File: config.mk
export PLATFORM = sky130hd
export DESIGN_NAME = if_fetch_stage
export DESIGN_NICKNAME = d
export VERILOG_FILES = /design/src/rtl/if_fetch_stage.sv
export SDC_FILE = /design/constraint.sdc
export NUM_CORES = 1
export LEC_CHECK = 0
export ABC_AREA = 1
export BUFFER_PORTS_ARGS = -buffer_cell sky130_fd_sc_hd__buf_4
export CELL_PAD_IN_SITES_DETAIL_PLACEMENT = 0
export CELL_PAD_IN_SITES_GLOBAL_PLACEMENT = 1
export CORE_MARGIN = 2
export CORE_UTILIZATION = 35
export CTS_CLUSTER_DIAMETER = 60
export DETAILED_ROUTE_END_ITERATION = 6
export PLACE_DENSITY_LB_ADDON = 0.1
export SYNTH_ARGS = -nofsm -noshare
export SYNTH_HDL_FRONTEND = slang
export SYNTH_SLANG_ARGS = --single-unit
File: constraint.sdc
create_clock -name clk -period 1.8 [get_ports clk]
set_input_delay 0.36 -clock clk [delete_from_list [all_inputs] [get_ports clk]]
set_output_delay 0.36 -clock clk [all_outputs]
set_load 0.01 [all_outputs]
File: src/rtl/if_fetch_stage.sv
// ----------------------------------------------------------------------------
// if_fetch_stage
//   Instruction-fetch stage. Owns the fetch PC, presents the word address to a
//   combinational instruction memory and captures the returned word into the
//   IF/ID pipeline register. Supports hazard stall, branch redirect (which
//   flushes IF/ID) and halts once the last instruction-memory word is fetched.
//
// Ports
//   clk            in   1   rising-edge clock
//   rst            in   1   asynchronous reset, active-low
//   imem_addr      out  6   instruction-memory word address (pc[7:2])
//   imem_data      in   32  instruction word, combinational in imem_addr
//   stall          in   1   hold PC and IF/ID
//   branch_taken   in   1   redirect request
//   branch_target  in   32  redirect byte address (bits [1:0] ignored)
//   pc             out  32  current fetch PC
//   if_id_pc       out  32  PC of the instruction held in IF/ID
//   if_id_inst     out  32  instruction held in IF/ID
//   if_id_valid    out  1   1 = real instruction, 0 = bubble
//   halted         out  1   1 = fetch halted at end of memory
// ----------------------------------------------------------------------------
module if_fetch_stage #(
   parameter logic [31:0] RESET_PC   = 32'h0000_0004,
   parameter int unsigned IMEM_DEPTH = 64,
   parameter logic [31:0] NOP_INST   = 32'h0000_0033
) (
   input  logic        clk,
   input  logic        rst,
   output logic [5:0]  imem_addr,
   input  logic [31:0] imem_data,
   input  logic        stall,
   input  logic        branch_taken,
   input  logic [31:0] branch_target,
   output logic [31:0] pc,
   output logic [31:0] if_id_pc,
   output logic [31:0] if_id_inst,
   output logic        if_id_valid,
   output logic        halted
);

   typedef enum logic {
      ST_RUN  = 1'b0,
      ST_HALT = 1'b1
   } state_e;

   localparam logic [5:0] LAST_WORD = 6'(IMEM_DEPTH - 1);

   state_e      state_q, state_d;
   logic [31:0] pc_q, pc_d;
   logic [31:0] id_pc_q, id_pc_d;
   logic [31:0] id_inst_q, id_inst_d;
   logic        id_valid_q, id_valid_d;

   always_ff @(posedge clk or negedge rst) begin
      if (!rst) begin
         state_q    <= ST_RUN;
         pc_q       <= RESET_PC;
         id_pc_q    <= '0;
         id_inst_q  <= NOP_INST;
         id_valid_q <= 1'b0;
      end else begin
         state_q    <= state_d;
         pc_q       <= pc_d;
         id_pc_q    <= id_pc_d;
         id_inst_q  <= id_inst_d;
         id_valid_q <= id_valid_d;
      end
   end

   // Priority: redirect > stall > halt check > advance.
   always_comb begin
      state_d    = state_q;
      pc_d       = pc_q;
      id_pc_d    = id_pc_q;
      id_inst_d  = id_inst_q;
      id_valid_d = id_valid_q;

      if (branch_taken) begin
         // Redirect from either state; the word in IF/ID is on the wrong path.
         state_d    = ST_RUN;
         pc_d       = {branch_target[31:2], 2'b00};
         id_pc_d    = '0;
         id_inst_d  = NOP_INST;
         id_valid_d = 1'b0;
      end else if (state_q == ST_HALT) begin
         // PC parked; feed bubbles unless decode is stalled.
         if (!stall) begin
            id_pc_d    = '0;
            id_inst_d  = NOP_INST;
            id_valid_d = 1'b0;
         end
      end else if (!stall) begin
         id_pc_d    = pc_q;
         id_inst_d  = imem_data;
         id_valid_d = 1'b1;
         if (pc_q[7:2] == LAST_WORD) begin
            state_d = ST_HALT;
         end else begin
            pc_d = pc_q + 32'd4;
         end
      end
   end

   assign imem_addr   = pc_q[7:2];
   assign pc          = pc_q;
   assign if_id_pc    = id_pc_q;
   assign if_id_inst  = id_inst_q;
   assign if_id_valid = id_valid_q;
   assign halted      = (state_q == ST_HALT);

endmodule

Word level (Yosys, flattened, before mapping)

Cells that the tools add are included.

Register bits after elaboration: 98
Input bits: 68
Logic and storage cells: 31

$add $sub $neg: 1
Equal/unequal tests: 4
Mux-type cells: 20
Reductions and logical operators: 1

Operators by type and width:

| operator                                                                 | count |
|---|---|
| 32-bit two-way mux                                                       | 12 |
| 32-bit by 3-bit adder with 32-bit output (second input constant)         | 1 |
| 1-bit two-way mux                                                        | 8 |
| 6-bit equality test (second input constant)                              | 1 |
| 2-bit inequality test (second input constant)                            | 2 |
| 3-bit AND reduction                                                      | 1 |
| 2-bit by 1-bit inequality test with 1-bit output (second input constant) | 1 |

Depth between registers and ports, before layout

Gate-level depths: netlist (run 1).

Depth after elaboration: 5
Depth in mapped cells: 11
Gate-level depth less buffers: 10

Least setup slack after synthesis (run 1)

OpenSTA, ideal clock, no wires.

Kind: flip-flop to flip-flop
Start point: reg pc_q[2], in the netlist pc[2]
End point: reg pc_q[25], in the netlist pc[25]
Library setup time: 0.116 ns
Arrival time: 1.513 ns
Slack: 0.170 ns
Cell stages (with the launch flop): 12
Path buffers: 1
Path through: dfstp_2 > ha_1 > nand2_2 > nor2_4 > nand2_4 > nand2_4 > nand2_4 > clkinv_2 > buf_6 > nor2_1 > nand2_1 > nand2_1

Word-level cells in the longest chain between the ends: 5
Elaborated cells on any way between the ends: 8
Those cells by class: add/sub: 1; eq/ne: 2; mux: 4; reduce/logical: 1

RTL lines:

| item                                     | line | text |
|---|---|---|
| start: declaration                       | 49   | `logic [31:0] pc_q, pc_d;` |
| start signal: assignment                 | 63   | `pc_q <= pc_d;` |
| 32-bit by 3-bit adder with 32-bit output | 99   | `pc_d = pc_q + 32'd4;` |
| 32-bit two-way mux                       | 96   | `if (pc_q[7:2] == LAST_WORD) begin` |
| 32-bit two-way mux                       | 92   | `end else if (!stall) begin` |
| 32-bit two-way mux                       | 85   | `end else if (state_q == ST_HALT) begin` |
| 32-bit two-way mux                       | 78   | `if (branch_taken) begin` |

Several ways; a longest one is shown, not always the timed one. The select of a mux whose other input is x is not followed.
A chain may end at the register's enable or synchronous reset.

Final worst setup path (run 1)

Start point: reg pc_q[2], in the netlist pc[2]
End point: reg pc_q[9], in the netlist pc[9]

Same word-level chain as after synthesis.

==> impl_metrics.json, run 1 <==
{
  "outcome": "finished clean",
  "finalMaxSlewViolations": 0,
  "gr-total-overflow": 0,
  "clk_latency_ns": 0.35,
  "vias": 4062,
  "holdWs_ns": 0.221,
  "cts.clk_slew.worst_paths_ns": 0.06,
  "dp_hpwl_mm": 10.0,
  "cts_buffers": 9,
  "place_congestion": 0.836,
  "synthDistinctLibCells": 38,
  "finalNonFillerCells": 858,
  "cp-startpoint": "pc[2]$_DFFE_PN1P_",
  "wirelength_mm": 13.4,
  "maxCapViolations": 0,
  "synth_top_cell_area_share": 0.505,
  "ys_warn_count": 0,
  "track_usage": 0.199,
  "skew_ns": 0.00750,
  "place_inst": 840,
  "required_ns": 2.07,
  "grt_first_pass_wirelength_mm": 20.7,
  "hold_path_startpoint": "branch_target[8]",
  "r2r_slack_ns": 0.05,
  "irDropWorstVdd_uv": 424,
  "ys_ff_latch": 95,
  "setup-violations-final": 0,
  "drtIter0Drc": 214,
  "fill_cells": 1244,
  "routedWlPerCell_um": 15.6,
  "fmax_mhz": 573,
  "first_global_vias": 4008,
  "grt_use_met3": 0.0417,
  "synthArstFlopShare": 1.00,
  "cp-endpoint": "pc[9]$_DFFE_PN0P_",
  "clock_sinks": 95,
  "cts-root-buf": "clkbuf_16",
  "arrival_ns": 2.02,
  "hold_path.class": "primary input to flip-flop",
  "antennaDiodeCount": 0,
  "die_w_um": 117,
  "nets": 750,
  "endpoint_kind": "flip-flop",
  "use_met1": 0.259,
  "cts_max_level": 3,
  "synth_area_leader_cell": "dfrtp_1",
  "yosysMostFrequentCell": "nand2_1",
  "r2r_end": "pc[9]$_DFFE_PN0P_",
  "ant_nets": 0,
  "syn_to_final_growth_pct": 40.9,
  "reg2reg_depth": 9,
  "syn_area_mm2": 0.00446,
  "rows": 41,
  "fin_util": 0.502,
  "drc": 0,
  "antenna_found_initial": 0,
  "portBuffers": 167,
  "p_leak_nw": 3.15,
  "min_period_ns": 1.75,
  "met2_usage": 0.327,
  "syn_area_per_cell_um2": 8.80,
  "timing.rr.start": "pc[2]$_DFFE_PN1P_",
  "synth_common_cells": "nand2_1 (133), dfrtp_1 (90), nor2_1 (50), inv_1 (40), o21ai_0 (40)",
  "viasPerCell": 4.73,
  "crit_type": "flip-flop to flip-flop",
  "grt_busiest_layer": "met2",
  "yosys_most_used_dff": "dfrtp_1",
  "synth_area_leaders": "dfrtp_1 (50%), nand2_1 (11%), a22o_1 (5.9%), o21ai_0 (4.5%), nor2_1 (4.2%)",
  "dr.pass1.iters": 4,
  "io_pins": 172,
  "grt_max_degree": 44,
  "cp-start-kind": "flip-flop",
  "postSynthCellCount": 507,
  "rsz0062_at_grt": "yes",
  "coreArea_mm2": 0.0125,
  "min_period_over_period": 0.970,
  "layout-drive-gt1-share": 0.340,
  "start_util": 0.357,
  "clock_path_buffers": 2,
  "p_per_area_mw_per_mm2": 850,
  "cts_tree": "done",
  "die_h_um": 117,
  "worstPathMaxFanout": 9,
  "dieArea_mm2": 0.0137,
  "hold_viol": 0,
  "synth_edf_count": 0,
  "ys_seq_area_frac": 0.534
}
## per-stage QoR
stage	setup WS, ns	power, mW	area, um2	TNS [ns]
floorplan	0.170	2.99	4470	0
global placement	0.117	3.60	5970	0
detailed placement	0.0967	3.62	5970	0
CTS	0.0786	5.40	6240	0
global route	-0.0151	5.64	6290	-0.0563
finish	0.0548	5.34	6290	0
## flip-flops by register name (all words and copies together) (netlist names)
register and count:
halted 1, if_id_valid 1, if_id_inst 32, pc 30, if_id_pc 31
## worst min-delay path by stage
| stage | endpoint | slack (ns) | cells past startpoint |
|---|---|---|---|
| floorplan | halted$_DFF_PN0_ | 0.06 | 0 |
| global placement | if_id_pc[1]$_DFFE_PN0N_ | 0.36 | 1 |
| detailed placement | if_id_inst[24]$_DFFE_PN0N_ | 0.36 | 1 |
| CTS | pc[8]$_DFFE_PN0P_ | 0.21 | 3 |
| global route | if_id_inst[2]$_DFFE_PN0N_ | 0.23 | 2 |
| finish | pc[8]$_DFFE_PN0P_ | 0.22 | 3 |
## critical path, stage by stage, from the launching register on
cell      delay [ns]
dfstp_2         0.53
ha_2            0.18
nand2_2         0.08
nor2_4          0.19
nand2_4         0.08
nand2_4         0.11
nand2_8         0.09
buf_12          0.15
o21ai_0         0.13
o21bai_1        0.12
## cell usage in the layout, fill, tap and decap left out, drive strengths merged
cell	Yosys	final
a21boi	1	1
a21oi	5	5
a22o	30	30
a31oi	2	2
a32o	1	1
and2	1	1
buf	22	189
clkbuf	6	14
clkinv	1	2
conb	1	2
dfrtp	90	90
dfstp	5	5
dlygate4sd3	0	1
ha	1	1
inv	42	43
nand2	138	138
nand3	32	32
nand3b	2	2
nand4	2	2
nor2	58	58
nor3	2	2
o211ai	4	4
o21a	2	2
o21ai	45	45
o21bai	6	6
o22a	4	4
xor2	4	4
## logic make-up (layout without fill, tap and decap cells)
logic type	after synthesis	in the layout	share of synthesized area
other	1	2	0.000840
DFF	95	95	0.534
adders and majority gates	1	1	0.00280
xor gates and xnor gates	4	4	0.00785
buffers and inverters	71	249	0.0768
and+or+nand+nor	235	235	0.225
AOI/OAI and AO/OA	100	100	0.153
## final cells by class
cell class	count	area, um2	share of cell area
clock inverter	2	10.0	0.00159
tap	172	215	0.0342
sequential	95	2380	0.379
clock buffer	14	254	0.0404
inverter	43	166	0.0265
multi-input combinational	342	1780	0.283
timing repair buffer	190	1480	0.235
## where the power goes
part	internal [mW]	switching, mW
Sequential	2.31	0.159
Clock	0.973	0.790
Combinational	0.533	0.578
Total	3.82	1.53
## timing repair
item,4_1_cts,5_1_grt
endpoints found under the setup margin,0,14
endpoints found under the hold margin,31,0
buffers inserted,0,1
hold buffers,1,0
gates resized for setup,0,15
## layer usage
| metal | wire length (um) | part of all wire | vias to the layer above |
|---|---|---|---|
| met5 | 0 | 0 | - |
| met4 | 199 | 0.015 | 0 |
| met2 | 6270 | 0.47 | 129 |
| li1 | - | - | 2007 |
| met1 | 6030 | 0.45 | 1911 |
| met3 | 889 | 0.066 | 15 |
Power figures use the tool's default switching activity.
==> inputs of run 2 (changes only) <==
Settings changed: ABC_AREA 1 to 0, CORE_UTILIZATION 35 to 36, CTS_CLUSTER_DIAMETER 60 to unset.
==> run 2 against run 1 <==
The flow now finishes with violations (setup timing). Utilization is 6.8 points higher. Cell area down 6.3%. Clock power decreased by 18%. Cell count fell by 24%. Largest power group unchanged. Highest routed layer unchanged.
==> impl_metrics.json, run 2 <==
{
  "slowest_stage": "or4b_4",
  "dr.pass1.iters": 4,
  "irDropWorstVdd_uv": 501,
  "synthArstFlopShare": 1.00,
  "synth_common_cells": "dfrtp_1 (90), a22o_1 (58), nand2_1 (20), o21ai_0 (16), clkbuf_1 (15)",
  "portBuffers": 167,
  "maxCapViolations": 0,
  "ant_nets": 0,
  "start_util": 0.372,
  "setup_ws_ns": -0.459,
  "worst_slew_pin_slew_ns": 0.989,
  "outcome": "finished, violations left",
  "fin_area_mm2": 0.00589,
  "routedWlPerCell_um": 16.6,
  "synth_compound_area_frac": 0.191,
  "die_h_um": 107,
  "synth_top_cell_area_share": 0.586,
  "fill_cells": 863,
  "skew_ns": 0.00813,
  "clk_latency_ns": 0.35,
  "coreArea_mm2": 0.0103,
  "syn_area_per_cell_um2": 12.5,
  "worstPathMaxFanout": 4,
  "synth_top_family_by_area": "compound AO/OA/AOI/OAI gates",
  "dieArea_mm2": 0.0115,
  "grt_first_pass_wirelength_mm": 16.9,
  "muxShareOfSynthArea": 0.0404,
  "cts_buffers": 9,
  "yosys.area_share.simple": 0.0908,
  "endpoint_kind": "flip-flop",
  "final_common_cell": "buf_4",
  "io_pins": 172,
  "worst_path_dominant_cell_family": "simple AND/OR/NAND/NOR gates",
  "first_global_vias": 3253,
  "antenna_found_initial": 0,
  "syn_to_final_growth_pct": 53.2,
  "clock_sinks": 95,
  "cts_max_level": 3,
  "finalNonFillerCells": 648,
  "yosysMostFrequentCell": "dfrtp_1",
  "dp_slack_ns": -0.516,
  "yosys_most_used_dff": "dfrtp_1",
  "cts_tree": "done",
  "timing.rr.start": "pc[3]$_DFFE_PN0P_",
  "synth_fa_ha_area_frac": 0.00326,
  "track_usage": 0.187,
  "synth_area_leader_cell": "dfrtp_1",
  "synth_xor_area_frac": 0.0137,
  "rsz0062_at_grt": "yes",
  "postSynthCellCount": 308,
  "cts-root-buf": "clkbuf_8",
  "layout-drive-gt1-share": 0.518,
  "ys_ff_latch": 95,
  "fmax_mhz": 443,
  "required_ns": 2.07,
  "place_congestion": 0.752,
  "min_period_over_period": 1.26,
  "slew-limit-headroom": 0.339,
  "cts.clk_slew.worst_paths_ns": 0.09,
  "gr-total-overflow": 0,
  "hold_path.class": "primary input to flip-flop",
  "wirelength_mm": 10.7,
  "crit_type": "flip-flop to flip-flop",
  "cp-start-kind": "flip-flop",
  "nets": 576,
  "p_per_area_mw_per_mm2": 830,
  "multi_input_area_mm2": 0.00142,
  "largest_reg_flops": 32,
  "grt_max_degree": 59,
  "violations": "setup timing",
  "slowest_delay_ns": 0.51,
  "place_inst": 627,
  "hold_viol": 0,
  "synth_area_leaders": "dfrtp_1 (59%), a22o_1 (13%), mux2_2 (3.5%), dfstp_2 (3.4%), o21ai_0 (2.1%)",
  "drtIter0Drc": 125,
  "placed_cell_area_mm2": 0.00553,
  "setup-violations-final": 12,
  "synth_edf_count": 0,
  "arrival_ns": 2.53,
  "rows": 37,
  "clock_path_buffers": 2,
  "cp-startpoint": "pc[3]$_DFFE_PN0P_",
  "ys_warn_count": 0,
  "dp_hpwl_mm": 7.63,
  "finalMaxSlewViolations": 0,
  "die_w_um": 107,
  "layout_common_cells": "buf_4 (205), dfrtp_1 (89), a22o_1 (58)",
  "critPathBufInv": 1,
  "syn_area_mm2": 0.00384,
  "drc": 0,
  "viasPerCell": 4.99,
  "min_period_ns": 2.26,
  "final.setup.tns_ns": -3.67,
  "register_area_mm2": 0.00238,
  "p_leak_nw": 2.90,
  "ys_seq_area_frac": 0.620,
  "synthDistinctLibCells": 40,
  "hold_path_startpoint": "imem_data[15]",
  "crit_chain": "ha_4 > or4b_4 > buf_6 > or4_4 > or3_4 > a31oi_1",
  "antennaDiodeCount": 0,
  "vias": 3232
}
==> run 2: changes by cell type after synthesis, sizes merged, moves of 9 or more <==
cell,previous run,this run
nand2,138,20
nor2,58,10
inv,42,2
nand3,32,3
o21ai,45,16
a22o,30,58
mux2,0,12
clkbuf,6,16
buf,22,13
==> run 2: kinds of logic (layout without fill, tap and decap cells) <==
kind of cell    after synthesis  count (layout)
other cells                   1               2
compound gates               94              94
fa+ha+maj                     1               1
flops                        95              95
mux                          14              14
xor+xnor                      6               6
buf+inv                      31             234
simple gates                 66              66
==> run 2: layout make-up <==
type                       count  area share
inverter                       2     0.00127
tap                          136      0.0289
sequential                    95       0.405
timing repair buffer         216       0.288
multi-input combinational    183       0.242
clock buffer                  12      0.0263
clock inverter                 4     0.00892
==> run 2: stage by stage <==
step / hold slack, ns / util / total power, mW
after floorplan: 0.0644 / - / 2.83
after global placement: 0.332 / 0.536 / 3.44
after detailed placement: 0.332 / 0.536 / 3.45
after CTS: 0.196 / 0.565 / 4.93
after global routing: 0.202 / 0.570 / 5.15
final: 0.215 / 0.570 / 4.89
==> run 2: timing repair <==
action                     CTS  global route
hold buffers                 1             0
hold endpoints to repair    29             0
pin swaps                   13             8
resized for setup           16            12
setup buffers                2             4
setup endpoints to repair   12            15
==> run 2: path summary, 6_finish.rpt <==
check | to | slack, ns | cells past startpoint
worst max-delay path | pc[29]$_DFFE_PN0P_ | -0.46 | 6
worst min-delay path | if_id_inst[15]$_DFFE_PN0N_ | 0.21 | 2
worst max register to register | pc[29]$_DFFE_PN0P_ | -0.46 | 6
worst min register to register | if_id_valid$_DFFE_PN0N_ | 0.50 | 2
max in group asynchronous | pc[2]$_DFFE_PN1P_ | 0.69 | 3
min in group asynchronous | if_id_inst[16]$_DFFE_PN0N_ | 0.48 | 2
==> run 2: metal layers <==
| layer | vias up | global-route usage | share of wire |
|---|---|---|---|
| li1 | 1544 | - | - |
| met1 | 1570 | 0.257 | 0.45 |
| met2 | 106 | 0.291 | 0.47 |
| met3 | 12 | 0.0436 | 0.066 |
| met4 | 0 | 0.0678 | 0.015 |
| met5 | - | 0 | 0 |
==> run 2: power by group <==
part           internal (mW)  total [mW]  switching (mW)
clock network          0.725        1.45           0.723
logic                  0.561        1.04           0.480
registers               2.30        2.40           0.102
total                   3.58        4.89            1.31
==> inputs of run 3 (changes only) <==
Settings changed: HOLD_SLACK_MARGIN set to 0.1, MAX_ROUTING_LAYER set to met4.
==> run 3 against run 2 <==
The flow still finishes with violations (setup timing). Sequential share of layout area did not move. Global-route usage rose by 0.56 points. Total power rose by 0.16%. Combinational power barely moved. Clock skew barely moved. Count of clock-buffer cells in the layout did not move. Cell count did not move. Highest routed layer unchanged.
==> impl_metrics.json, run 3 (synthesized netlist as in run 2, its figures left out) <==
{
  "violations": "setup timing",
  "start_util": 0.372,
  "layout_common_cells": "buf_4 (205), dfrtp_1 (89), a22o_1 (58)",
  "r2r_slack_ns": -0.46,
  "irDropWorstVdd_uv": 501,
  "seq_power_share": 0.490,
  "dp_slack_ns": -0.516,
  "dieArea_mm2": 0.0115,
  "cts_max_level": 3,
  "hold_viol": 0,
  "endpoint_kind": "flip-flop",
  "drc": 0,
  "io_pins": 172,
  "clkPwrFrac": 0.297,
  "crit_chain": "ha_4 > or4b_4 > buf_6 > or4_4 > or3_4 > a31oi_1",
  "track_usage": 0.193,
  "dr.pass1.iters": 4,
  "combPwrFrac": 0.213,
  "antennaDiodeCount": 0,
  "dp_hpwl_mm": 7.63,
  "final_common_cell": "buf_4",
  "p_int_mw": 3.58,
  "portBuffers": 167,
  "placed_cell_area_mm2": 0.00553,
  "die_w_um": 107,
  "ant_nets": 0,
  "p_leak_nw": 2.90,
  "grt_first_pass_wirelength_mm": 16.9,
  "p_per_area_mw_per_mm2": 831,
  "vias": 3225,
  "rsz0062_at_grt": "yes",
  "worst_slew_pin_slew_ns": 0.992,
  "p_switching_mw": 1.31,
  "cp-start-kind": "flip-flop",
  "first_global_vias": 3242,
  "skew_ns": 0.00799,
  "cts-root-buf": "clkbuf_8",
  "slowest_stage": "or4b_4",
  "grt_max_degree": 59,
  "nets": 576,
  "finalMaxSlewViolations": 0,
  "clk_latency_ns": 0.35,
  "fill_cells": 863,
  "slew-limit-headroom": 0.337,
  "clock_sinks": 95,
  "slowest_delay_ns": 0.51,
  "largest_reg_flops": 32,
  "die_h_um": 107,
  "antenna_found_initial": 0,
  "coreArea_mm2": 0.0103,
  "wirelength_mm": 10.8,
  "maxCapViolations": 0,
  "cts_buffers": 9,
  "fmax_mhz": 443,
  "setup-violations-final": 12,
  "clock_path_buffers": 2,
  "min_period_over_period": 1.25,
  "setup_ws_ns": -0.457,
  "gr-total-overflow": 0,
  "crit_type": "flip-flop to flip-flop",
  "place_congestion": 0.762,
  "layout-drive-gt1-share": 0.518,
  "cts_tree": "done",
  "hold_path.class": "primary input to flip-flop",
  "syn_to_final_growth_pct": 53.2,
  "arrival_ns": 2.54,
  "min_period_ns": 2.26,
  "drtIter0Drc": 139,
  "cts.clk_slew.worst_paths_ns": 0.09,
  "power.total_mw": 4.90,
  "rows": 37,
  "worstPathMaxFanout": 4,
  "p_sw_frac": 0.268,
  "outcome": "finished, violations left",
  "viasPerCell": 4.98,
  "required_ns": 2.08,
  "routedWlPerCell_um": 16.6,
  "fin_area_mm2": 0.00589
}
run 3: cell counts in the layout (fill, tap and decap cells not counted):
Identical to the previous run, type by type.
run 3: cell type report:
cell class              instances  area [um2]  share of cell area
inverters                       2        7.51             0.00127
clock buffers                  12         155              0.0263
multi-input cells             183        1420               0.242
well taps                     136         170              0.0289
flip-flops and latches         95        2380               0.405
repair buffers                216        1700               0.288
clock inverters                 4        52.6             0.00892
run 3: path summary, 6_finish.rpt:
path | from | endpoint | depth (start not counted)
worst max-delay path | pc[3]$_DFFE_PN0P_ | pc[29]$_DFFE_PN0P_ | 6
worst min-delay path | branch_target[7] | pc[7]$_DFFE_PN0P_ | 3
worst max register to register | pc[3]$_DFFE_PN0P_ | pc[29]$_DFFE_PN0P_ | 6
worst min register to register | if_id_valid$_DFFE_PN0N_ | if_id_valid$_DFFE_PN0N_ | 2
max in group asynchronous | rst | pc[2]$_DFFE_PN1P_ | 3
min in group asynchronous | rst | if_id_inst[16]$_DFFE_PN0N_ | 2
run 3: critical path: cells and delay by family (launching register included):
family,cells,cell delay (ns)
simple gates,3,1.31
flops,1,0.42
fa+ha+maj,1,0.16
compound gates,1,0.16
buf+inv,1,0.14
run 3: repair_timing:
action	4_1_cts	5_1_grt
endpoints found under the hold margin	29	0
setup endpoints to repair	12	15
pin swaps	13	8
hold buffers	1	0
gates resized for setup	16	12
buffers inserted	2	4
run 3: through the flow:
stage	hold WS [ns]	utilization	instances	setup TNS (ns)
3_3_place_gp	0.332	0.536	627	-7.20
4_1_cts	0.196	0.565	645	-3.63
2_1_floorplan	0.0644	-	309	-4.35
3_5_place_dp	0.332	0.536	627	-7.99
5_1_grt	0.202	0.570	648	-4.39
6_report	0.207	0.570	648	-3.66
run 3: per-layer routing:
metal  track usage  part of all wire  vias to the layer above
met5             -                 0                        -
li1              -                 -                     1546
met3        0.0424             0.069                       10
met4        0.0678             0.012                        0
met2         0.291              0.46                      103
met1         0.259              0.46                     1566
run 3: power groups by stage:
| stage | Combinational [mW] | Sequential [mW] | Clock [mW] |
|---|---|---|---|
| CTS | 1.04 | 2.40 | 1.50 |
| global route | 1.13 | 2.42 | 1.61 |
| detailed placement | 1.01 | 2.44 | 0 |
| floorplan | 0.289 | 2.54 | 0 |
| finish | 1.04 | 2.40 | 1.46 |
| global placement | 1.00 | 2.43 | 0 |
